## config.mk

```make
export PLATFORM = sky130hd
export DESIGN_NAME = lcd_byte_sequencer
export DESIGN_NICKNAME = d
export VERILOG_FILES = /design/src/rtl/lcd_byte_sequencer.sv
export SDC_FILE = /design/constraint.sdc
export NUM_CORES = 1
export LEC_CHECK = 0
export CELL_PAD_IN_SITES_DETAIL_PLACEMENT = 2
export CELL_PAD_IN_SITES_GLOBAL_PLACEMENT = 2
export CORE_MARGIN = 3
export CORE_UTILIZATION = 30
export CTS_CLUSTER_DIAMETER = 120
export DETAILED_ROUTE_END_ITERATION = 10
export GPL_ROUTABILITY_DRIVEN = 0
export GPL_TIMING_DRIVEN = 0
export HOLD_SLACK_MARGIN = 0.12
export PLACE_DENSITY_LB_ADDON = 0.1
export SLEW_MARGIN = 20
export SYNTH_ARGS = -nofsm -noshare
export SYNTH_HDL_FRONTEND = slang
export SYNTH_SLANG_ARGS = --single-unit
```

## constraint.sdc

```tcl
create_clock -name Clock -period 4.3 [get_ports Clock]
set_input_delay 0.86 -clock Clock [delete_from_list [all_inputs] [get_ports Clock]]
set_output_delay 0.86 -clock Clock [all_outputs]
set_load 0.01 [all_outputs]
```

## src/rtl/lcd_byte_sequencer.sv

```systemverilog
// lcd_byte_sequencer
//   Drives a 16x2 character LCD in 4-bit mode. It runs the power-on init
//   sequence once, then accepts one byte per valid/ready handshake (command
//   or character data). Each byte goes out as two enable-strobed nibbles,
//   and the LCD busy delay is waited out before the next byte is accepted.
//
// Ports
//   Clock      system clock
//   Reset      asynchronous, active-low reset
//   iValid     upstream byte valid
//   iRS        0 = command, 1 = character data
//   iData      byte to write
//   oReady     high only in IDLE; a byte is taken when iValid is also high
//   oInitDone  init sequence finished, sticky until reset
//   oLCD_E     LCD enable strobe
//   oLCD_RS    LCD register select
//   oLCD_RW    LCD read/write, tied low (write only)
//   oLCD_D     LCD DB7..DB4
//
// state     | meaning
// ----------+-----------------------------------------------------------
// PWR_WAIT  | waiting POWERON_DLY after reset
// INIT_NIB  | strobing one of the 0x3,0x3,0x3,0x2 wake-up nibbles
// INIT_WAIT | delay after a wake-up nibble (INIT1/INIT2/CMD by step)
// CFG_BYTE  | load the next configuration byte (0x28,0x06,0x0C,0x01)
// IDLE      | ready for an upstream byte
// NIB_HI    | strobing byte[7:4]
// NIB_LO    | strobing byte[3:0]
// POST_WAIT | LCD busy delay (CLEAR_DLY or CMD_DLY)

module lcd_byte_sequencer #(
  parameter int unsigned POWERON_DLY = 750000,
  parameter int unsigned INIT1_DLY   = 250000,
  parameter int unsigned INIT2_DLY   = 5000,
  parameter int unsigned CMD_DLY     = 2000,
  parameter int unsigned CLEAR_DLY   = 82000,
  parameter int unsigned SETUP       = 3,
  parameter int unsigned E_PULSE     = 13,
  parameter int unsigned HOLD        = 3,
  parameter int unsigned CNT_W       = 20
) (
  input  logic       Clock,
  input  logic       Reset,
  input  logic       iValid,
  input  logic       iRS,
  input  logic [7:0] iData,
  output logic       oReady,
  output logic       oInitDone,
  output logic       oLCD_E,
  output logic       oLCD_RS,
  output logic       oLCD_RW,
  output logic [3:0] oLCD_D
);

  typedef enum logic [2:0] {
    PWR_WAIT, INIT_NIB, INIT_WAIT, CFG_BYTE, IDLE, NIB_HI, NIB_LO, POST_WAIT
  } state_t;

  localparam int unsigned NIB_LEN = SETUP + E_PULSE + HOLD;

  localparam logic [CNT_W-1:0] LIM_PWR   = CNT_W'(POWERON_DLY - 1);
  localparam logic [CNT_W-1:0] LIM_INIT1 = CNT_W'(INIT1_DLY - 1);
  localparam logic [CNT_W-1:0] LIM_INIT2 = CNT_W'(INIT2_DLY - 1);
  localparam logic [CNT_W-1:0] LIM_CMD   = CNT_W'(CMD_DLY - 1);
  localparam logic [CNT_W-1:0] LIM_CLEAR = CNT_W'(CLEAR_DLY - 1);
  localparam logic [CNT_W-1:0] LIM_NIB   = CNT_W'(NIB_LEN - 1);
  localparam logic [CNT_W-1:0] E_ON      = CNT_W'(SETUP);
  localparam logic [CNT_W-1:0] E_OFF     = CNT_W'(SETUP + E_PULSE);

  state_t           state, next_state;
  logic [CNT_W-1:0] cnt, cnt_limit;
  logic             cnt_done;
  logic [1:0]       init_step;
  logic [1:0]       cfg_idx;
  logic [7:0]       cfg_byte;
  logic [7:0]       byte_q;
  logic             rs_q;
  logic             init_done;
  logic             strobe;
  logic             clear_cmd;

  function automatic logic [7:0] cfg_rom(input logic [1:0] idx);
    case (idx)
      2'd0:    cfg_rom = 8'h28;
      2'd1:    cfg_rom = 8'h06;
      2'd2:    cfg_rom = 8'h0C;
      default: cfg_rom = 8'h01;
    endcase
  endfunction

  assign cfg_byte  = cfg_rom(cfg_idx);
  // clear (0x01) and home (0x02/0x03) need the long busy delay
  assign clear_cmd = !rs_q && (byte_q[7:2] == 6'd0);
  assign cnt_done  = (cnt == cnt_limit);
  assign strobe    = (cnt >= E_ON) && (cnt < E_OFF);

  always_comb begin
    cnt_limit = '0;
    case (state)
      PWR_WAIT:                 cnt_limit = LIM_PWR;
      INIT_NIB, NIB_HI, NIB_LO: cnt_limit = LIM_NIB;
      INIT_WAIT: begin
        case (init_step)
          2'd0:    cnt_limit = LIM_INIT1;
          2'd1:    cnt_limit = LIM_INIT2;
          default: cnt_limit = LIM_CMD;
        endcase
      end
      POST_WAIT:                cnt_limit = clear_cmd ? LIM_CLEAR : LIM_CMD;
      default:                  cnt_limit = '0;
    endcase
  end

  // state register
  always_ff @(posedge Clock or negedge Reset) begin
    if (!Reset) state <= PWR_WAIT;
    else        state <= next_state;
  end

  // next-state logic
  always_comb begin
    next_state = state;
    case (state)
      PWR_WAIT:  if (cnt_done) next_state = INIT_NIB;
      INIT_NIB:  if (cnt_done) next_state = INIT_WAIT;
      INIT_WAIT: if (cnt_done) next_state = (init_step == 2'd3) ? CFG_BYTE : INIT_NIB;
      CFG_BYTE:  next_state = NIB_HI;
      IDLE:      if (iValid) next_state = NIB_HI;
      NIB_HI:    if (cnt_done) next_state = NIB_LO;
      NIB_LO:    if (cnt_done) next_state = POST_WAIT;
      POST_WAIT: begin
        if (cnt_done)
          next_state = (init_done || cfg_idx == 2'd3) ? IDLE : CFG_BYTE;
      end
      default:   next_state = PWR_WAIT;
    endcase
  end

  // phase counter and captured byte
  always_ff @(posedge Clock or negedge Reset) begin
    if (!Reset) begin
      cnt       <= '0;
      init_step <= '0;
      cfg_idx   <= '0;
      byte_q    <= '0;
      rs_q      <= 1'b0;
      init_done <= 1'b0;
    end else begin
      cnt <= cnt_done ? '0 : cnt + 1'b1;
      if (state == INIT_WAIT && cnt_done)
        init_step <= init_step + 2'd1;
      if (state == CFG_BYTE) begin
        byte_q <= cfg_byte;
        rs_q   <= 1'b0;
      end
      if (state == IDLE && iValid) begin
        byte_q <= iData;
        rs_q   <= iRS;
      end
      if (state == POST_WAIT && cnt_done && !init_done) begin
        cfg_idx <= cfg_idx + 2'd1;
        if (cfg_idx == 2'd3) init_done <= 1'b1;
      end
    end
  end

  // output logic; D/RS keep the last nibble outside strobe states
  always_comb begin
    oLCD_E  = 1'b0;
    oLCD_RS = rs_q;
    oLCD_D  = byte_q[3:0];
    case (state)
      PWR_WAIT: begin
        oLCD_RS = 1'b0;
        oLCD_D  = 4'h0;
      end
      INIT_NIB: begin
        oLCD_RS = 1'b0;
        oLCD_D  = (init_step == 2'd3) ? 4'h2 : 4'h3;
        oLCD_E  = strobe;
      end
      INIT_WAIT: begin
        oLCD_RS = 1'b0;
        oLCD_D  = (init_step == 2'd3) ? 4'h2 : 4'h3;
      end
      CFG_BYTE: begin
        oLCD_RS = 1'b0;
        oLCD_D  = cfg_byte[7:4];
      end
      NIB_HI: begin
        oLCD_D = byte_q[7:4];
        oLCD_E = strobe;
      end
      NIB_LO: begin
        oLCD_D = byte_q[3:0];
        oLCD_E = strobe;
      end
      default: ;
    endcase
  end

  assign oReady    = (state == IDLE);
  assign oInitDone = init_done;
  assign oLCD_RW   = 1'b0;

endmodule

```

==> impl_results.md, run 1 <==
* Syn Inst Count at 297
* Largest family of logic cells by synthesized area: simple AND/OR/NAND/NOR gates
* Mean Syn Cell Area at 8.72 um2
* Die width at 98.9 um
* Most common flop cell mapped by yosys: dfrtp_1
* FP Rows at 33
* IO Port Bufs at 19
* Startpoint types: flip-flop
* Tcrit/Tclk final at 80.3%
* Synth cell types at 64
* Hold buffer count at cts at 0
* Setup crit end kind: output pin
* Synth warn at 0
* Synthesized cell area at 2590 um2
* Final wirelength at 8060 um
* Maxcap violations at 0
* Critical Path Fanout Max at 10
* Worst VDD drop at 90.7 uV
* CTS root buf: clkbuf_8
* Via/cell ratio at 5.30
* Synth Area in Compound Gates at 16.1%
* Gr usage total at 17.2%
* GR Overflow Total at 0
* Pwr dens at 228 nW/um2
* Final Skew at 0.0103 ns
* Fillcell total at 961
* Synth async-reset ratio at 100%
* Number of max-slew violations in the final report at 0
* Post-CTS Setup Inserts at 0
* Status: finished clean
* Fin Setup TNS at 0 ns
* Die ar. at 9790 um2
* Largest net degree at the start of global routing at 23
* Wire per inst at 18.8 um
* Hpwl dp at 6210 um
* CTS Sinks at 37
* DRT iter0 DRCs at 91
* Worst hold margin at 0.477 ns
* Worst Path Arrival at 2.59 ns
* Clk slew on worst S/H paths at 0.08 ns
* Relative slew slack at 62.6%
* Synth Area in Adders at 4.35%
* ANT nets after route at 0
* Final setup viols at 0
* I/O pin total at 21
* Simple-gate share of the synthesized area at 27.1%
* CTS tree: yes
* Core Area at 8300 um2
* Multi-input gate area at 1500 um2
* Clock Tree Buf Depth at 2
* Area growth syn-to-layout at 17.9%
* Global-route wire length before repair at 13200 um
* Initial antenna violation count at 0
* Vias in the first global route at 2329
* Die H at 98.9 um
* Antenna Cells at 0
* Hold endpoint: byte_q[1]
* Leak at 1.35 nW
* Final Hold Viols at 0
* Synthesized flop and latch total at 37
* WS Path Type: flip-flop to output pin
* Minimum clock period at 3.45 ns
* Nets at 345
* Hold path startpoint: byte_q[1]
* TritonRoute pass-1 iters at 4
* Hold crit path type: flip-flop to flip-flop
* Register area share after synthesis at 35.7%
* Max Fclk at 0.290 GHz
* Seq. cell area at 926 um2
* FF-to-FF End: state[0]
* Worst EP required at 3.44 ns
* RR Startpoint: init_step[0]
* Post-synth EDFFs at 0
* Total CTS buffers at 5
* R2r setup slk at 1.57 ns
* Slew @ Worst Pin at 0.557 ns
* H-tree lvl count at 2
* Share of cells above drive strength 1 at 12.0%
* Synthesized net count at 318
* Worst Hold Path Cells at 2
* CTS resizes at 0
* Detailed-route via count at 2278
* RSZ-0062 raised after global routing: false
* Worst r2r path cells at 9
* Remaining DRCs at 0
* Initial core utilization at 31.2%
* Worst skew pair latency at 0.30 ns
* Multiplexer area fraction after synthesis at 3.91%
* Synth Area in XOR/XNOR at 6.42%
state kept, by name, summed over array words and instances, names as in the netlist:
| register | cells |
|---|---|
| cnt | 20 |
| byte_q | 8 |
| state | 3 |
| cfg_idx | 2 |
| init_step | 2 |
| oInitDone | 1 |
| rs_q | 1 |
layout make-up:
| type | instances | share of cell area (%) |
|---|---|---|
| repair buffers | 20 | 6.96 |
| plain buffers | 23 | 4.30 |
| clock inverters | 2 | 1.23 |
| clock buffers | 6 | 2.70 |
| inverters | 8 | 0.983 |
| flip-flops and latches | 37 | 30.3 |
| well taps | 105 | 4.30 |
| multi-input cells | 229 | 49.2 |
layer usage:
layer  track usage [%]  share of wire [%]  vias to the layer above
met5                 0                  0                        -
met4              3.68               0.76                        0
met3              2.55                3.2                        4
met2              25.5                 45                       35
met1              26.4                 51                     1148
li1                  -                  -                     1091
worst max-delay path, stage by stage, from the launching register on:
cell and delay, ns:
dfrtp_1 0.35, buf_6 0.14, buf_6 0.14, buf_2 0.21, clkbuf_1 0.38, nand2_1 0.11, a211oi_1 0.36, clkdlybuf4s50_1 0.60
report_power, final:
part	switching [W]	total (W)	internal, W	leakage, nW
combinational	0.00000996	0.0000214	0.0000114	0.830
sequential	0	0.000348	0.000348	0.460
clock	0.000138	0.000327	0.000189	0.0574
kinds of logic (layout without fill, tap and decap cells):
kind of cell / after synthesis / in the layout
adders and majority gates: 9 / 9
DFF: 37 / 37
other: 1 / 1
buffers and inverters: 31 / 59
AOI/OAI and AO/OA: 59 / 59
and+or+nand+nor: 132 / 132
muxes: 9 / 9
xor gates and xnor gates: 19 / 19
stage by stage:
| stage | setup slack (ns) | utilization, % | instance area (um2) | instances | total power [W] |
|---|---|---|---|---|---|
| after floorplan | 2.01 | - | 2590 | 297 | 0.000356 |
| after global placement | 1.16 | 35.1 | 2910 | 421 | 0.000374 |
| after detailed placement | 1.16 | 35.4 | 2940 | 422 | 0.000377 |
| after CTS | 0.813 | 36.8 | 3060 | 430 | 0.000708 |
| after global routing | 0.684 | 36.8 | 3060 | 430 | 0.000725 |
| final | 0.847 | 36.8 | 3060 | 430 | 0.000696 |
synthesized netlist by cell type (all sizes together), types with 2 or more instances:
| cell | instances | share of area (%) |
|---|---|---|
| xnor2 | 11 | 3.7 |
| o31ai | 2 | 0.58 |
| mux2 | 3 | 1.6 |
| dfrtp | 37 | 36 |
| buf | 13 | 3.6 |
| a221oi | 2 | 0.92 |
| and3 | 8 | 1.9 |
| xor2 | 8 | 2.7 |
| o21ai | 14 | 2.7 |
| nand3b | 3 | 1.4 |
| a211o | 2 | 0.68 |
| o211ai | 2 | 0.58 |
| nor3 | 6 | 1.5 |
| nand4 | 3 | 0.72 |
| nor2b | 5 | 1.3 |
| nand2 | 37 | 5.5 |
| clkbuf | 10 | 1.4 |
| nor3b | 2 | 0.58 |
| nor4 | 7 | 2.5 |
| inv | 8 | 1.2 |
| a2111oi | 2 | 0.92 |
| a31oi | 2 | 0.48 |
| a22oi | 4 | 1.2 |
| a21o | 2 | 0.58 |
| and2 | 5 | 1.2 |
| nand3 | 12 | 2.8 |
| a21oi | 12 | 2.3 |
| ha | 9 | 4.3 |
| nand2b | 3 | 0.72 |
| a211oi | 3 | 0.87 |
| mux2i | 6 | 2.3 |
| nor2 | 36 | 5.3 |
cell usage in the layout, fill, tap and decap left out, drive strengths merged, types with 2 or more instances in the layout:
| cell type | count |
|---|---|
| a31oi | 2 |
| nor2 | 36 |
| dfrtp | 37 |
| a2111oi | 2 |
| o211ai | 2 |
| clkbuf | 16 |
| mux2 | 3 |
| ha | 9 |
| o31ai | 2 |
| nor4 | 7 |
| o21ai | 14 |
| and2 | 5 |
| nand2b | 3 |
| nand3b | 3 |
| a21oi | 12 |
| a211o | 2 |
| a21o | 2 |
| a211oi | 3 |
| inv | 8 |
| nor3b | 2 |
| and3 | 8 |
| xor2 | 8 |
| nand4 | 3 |
| clkdlybuf4s50 | 18 |
| nand2 | 37 |
| nor2b | 5 |
| nor3 | 6 |
| a221oi | 2 |
| nand3 | 12 |
| mux2i | 6 |
| a22oi | 4 |
| buf | 15 |
| xnor2 | 11 |
how the worst max path moves through the flow:
| stage | start | endpoint | slack (ns) | cells past startpoint |
|---|---|---|---|---|
| 4_1_cts | state[2] | oLCD_E | 0.81 | 7 |
| 5_1_grt | state[2] | oLCD_E | 0.68 | 7 |
| 3_3_place_gp | state[2] | oLCD_E | 1.16 | 7 |
| 2_1_floorplan | init_step[0] | init_step[1] | 2.01 | 9 |
| 3_5_place_dp | state[2] | oLCD_E | 1.16 | 7 |
| 6_report | state[2] | oLCD_E | 0.85 | 7 |
(Power assumes the default switching activity.)
==> run 2: changes to the inputs <==
==> constraint.sdc (replaced) <==
create_clock -name Clock -period 3 [get_ports Clock]
set_input_delay 0.6 -clock Clock [delete_from_list [all_inputs] [get_ports Clock]]
set_output_delay 0.6 -clock Clock [all_outputs]
set_load 0.01 [all_outputs]
==> run 2 against run 1 <==
Worst hold slack got worse by 0.22 ns. Worst setup slack lost 0.67 ns. Routed wire length shrank 0.24%. Power is 44% higher. Sequential share of layout area hardly changed. Cell count down 0.47%. Core utilization is essentially flat. Register-to-register slack lost 1.3 ns. Via count up 0.26%. Sequential power grew 43%. Global-route usage down 0.059 points. Critical endpoint is now oLCD_D[0]. Largest cell class unchanged. Highest routed layer unchanged.
==> impl_results.md, run 2 (same netlist as run 1, synthesis figures left out) <==
* Hpwl dp at 6210 um (unchanged)
* Seq. cell area at 927 um2 (+0.14%)
* Die width at 98.9 um (unchanged)
* Critical Path Fanout Max at 10 (unchanged)
* Total CTS buffers at 5 (unchanged)
* Max Fclk at 0.354 GHz
* Commonest non-fill, non-tap cells in the layout: nand2_1, dfrtp_1, nor2_1
* Final Skew at 0.0120 ns (+0.00174 ns)
* Clock Tree Buf Depth at 2 (unchanged)
* Startpoint types: flip-flop
* Global-route wire length before repair at 13200 um (-0.26%)
* Worst skew pair latency at 0.30 ns (about the same)
* Worst EP required at 2.40 ns (-1.04 ns)
* Vias in the first global route at 2319 (-0.43%)
* IO Port Bufs at 19 (unchanged)
* Share of cells above drive strength 1 at 12.4% (+0.38 points)
* Status: finished clean
* Worst VDD drop at 130 uV (+43%)
* Leak at 1.37 nW (+1.5%)
* R2r setup slk at 0.26 ns (-1.31 ns)
* H-tree lvl count at 2 (unchanged)
* GR Overflow Total at 0 (unchanged)
* Setup crit end kind: output pin
* Core Area at 8300 um2 (unchanged)
* RSZ-0062 raised after global routing: false
* Wire per inst at 18.8 um (+0.23%)
* Post-CTS Setup Inserts at 0 (unchanged)
* Minimum clock period at 2.83 ns
* Worst Path Arrival at 2.23 ns (-0.36 ns)
* Final Util at 36.8% (about the same)
* Final Hold Viols at 0 (unchanged)
* Maxcap violations at 0 (unchanged)
* Gr usage total at 17.2% (-0.059 points)
* Detailed-route via count at 2284 (+0.26%)
* WS Path Type: flip-flop to output pin
* Fin Setup TNS at 0 ns (unchanged)
* Die H at 98.9 um (unchanged)
* Multi-input gate area at 1500 um2 (unchanged)
* DRT iter0 DRCs at 113 (+24%)
* CTS root buf: clkbuf_8
* Pwr dens at 327 nW/um2 (+44%)
* Hold crit path type: input port to asynchronous set/reset pin
* TritonRoute pass-1 iters at 4 (unchanged)
* Fillcell total at 960 (-0.10%)
* Relative slew slack at 64.3% (+1.6 points)
* Final setup viols at 0 (unchanged)
* I/O pin total at 21 (unchanged)
* ANT nets after route at 0 (unchanged)
* Tcrit/Tclk final at 94.2%
* Slew @ Worst Pin at 0.533 ns (-0.0245 ns)
* Remaining DRCs at 0 (unchanged)
* Initial core utilization at 31.2% (unchanged)
* Via/cell ratio at 5.34 (+0.73%)
* Biggest regs: cnt: 20 flops, byte_q: 8 flops, state: 3 flops
* Largest net degree at the start of global routing at 23 (unchanged)
* Die ar. at 9790 um2 (unchanged)
* DR WL met3 at 351 um (+36%)
* Nets at 343 (-0.58%)
* Area growth syn-to-layout at 18.0% (about the same)
* Routed met2 length at 3570 um (-1.1%)
* Clk slew on worst S/H paths at 0.08 ns (about the same)
* WL met1 at 4060 um (-1.8%)
* Hold buffer count at cts at 0 (unchanged)
* CTS tree: yes
* Initial antenna violation count at 0 (unchanged)
* Max Used Layer: met4
* Number of max-slew violations in the final report at 0 (unchanged)
* Antenna Cells at 0 (unchanged)
* Max reg flops at 20 (unchanged)
* FP Rows at 33 (unchanged)
* CTS Sinks at 37 (unchanged)
* Final wirelength at 8040 um (-0.24%)
* Biggest register: cnt
-- run 2: changes by cell type in the layout (fill, tap and decap cells not counted), sizes merged --
cell | before | now
buf | 15 | 13
dlymetal6s2s | 0 | 1
clkdlybuf4s50 | 18 | 17
-- run 2: critical path, stage by stage, from the launching register on --
cell	delay [ns]
dfrtp_2	0.42
clkbuf_4	0.24
clkbuf_4	0.25
nand2b_1	0.07
a21oi_1	0.14
nor2_1	0.05
a21oi_1	0.19
clkdlybuf4s50_1	0.57
-- run 2: layout make-up --
class	count	share of cell area, %
multi-input cells	229	49.2
well taps	105	4.30
plain buffers	21	4.22
inverters	8	0.982
clock buffers	6	2.70
repair buffers	20	7.04
clock inverters	2	1.23
flip-flops and latches	37	30.3
-- run 2: metal layers --
metal / vias to the layer above / track usage (%)
met5: - / 0
met1: 1146 / 26.4
met4: 0 / 3.68
li1: 1086 / -
met3: 4 / 2.55
met2: 48 / 25.4
-- run 2: repair_timing --
item / in CTS / in global routing
endpoints found under the setup margin: 2 / 3
pin swaps: 0 / 1
resized for setup: 0 / 4
-- run 2: stage by stage --
stage               power [W]  instances  setup slack (ns)  hold WS, ns  cell area [um2]
floorplan            0.000510        297             0.705        0.304             2590
global placement     0.000536        421             0.120        0.462             2910
detailed placement   0.000540        422             0.121        0.467             2940
CTS                   0.00102        429            0.0246        0.263             3050
global route          0.00104        428            0.0563        0.266             3060
finish                0.00100        428             0.174        0.253             3060
-- run 2: final timing paths --
check,start,to,cells past startpoint
worst max register to register,init_step[0],state[0],10
worst max-delay path,state[1],oLCD_D[0],7
max in group asynchronous,Reset,byte_q[3],2
worst min register to register,byte_q[1],byte_q[1],2
worst min-delay path,Reset,cnt[12],1
min in group Clock,byte_q[1],byte_q[1],2
-- run 2: where the power goes --
part	internal, W	switching [W]	leakage (nW)
sequential	0.000498	0	0.460
combinational	0.0000164	0.0000142	0.851
clock	0.000271	0.000201	0.0574
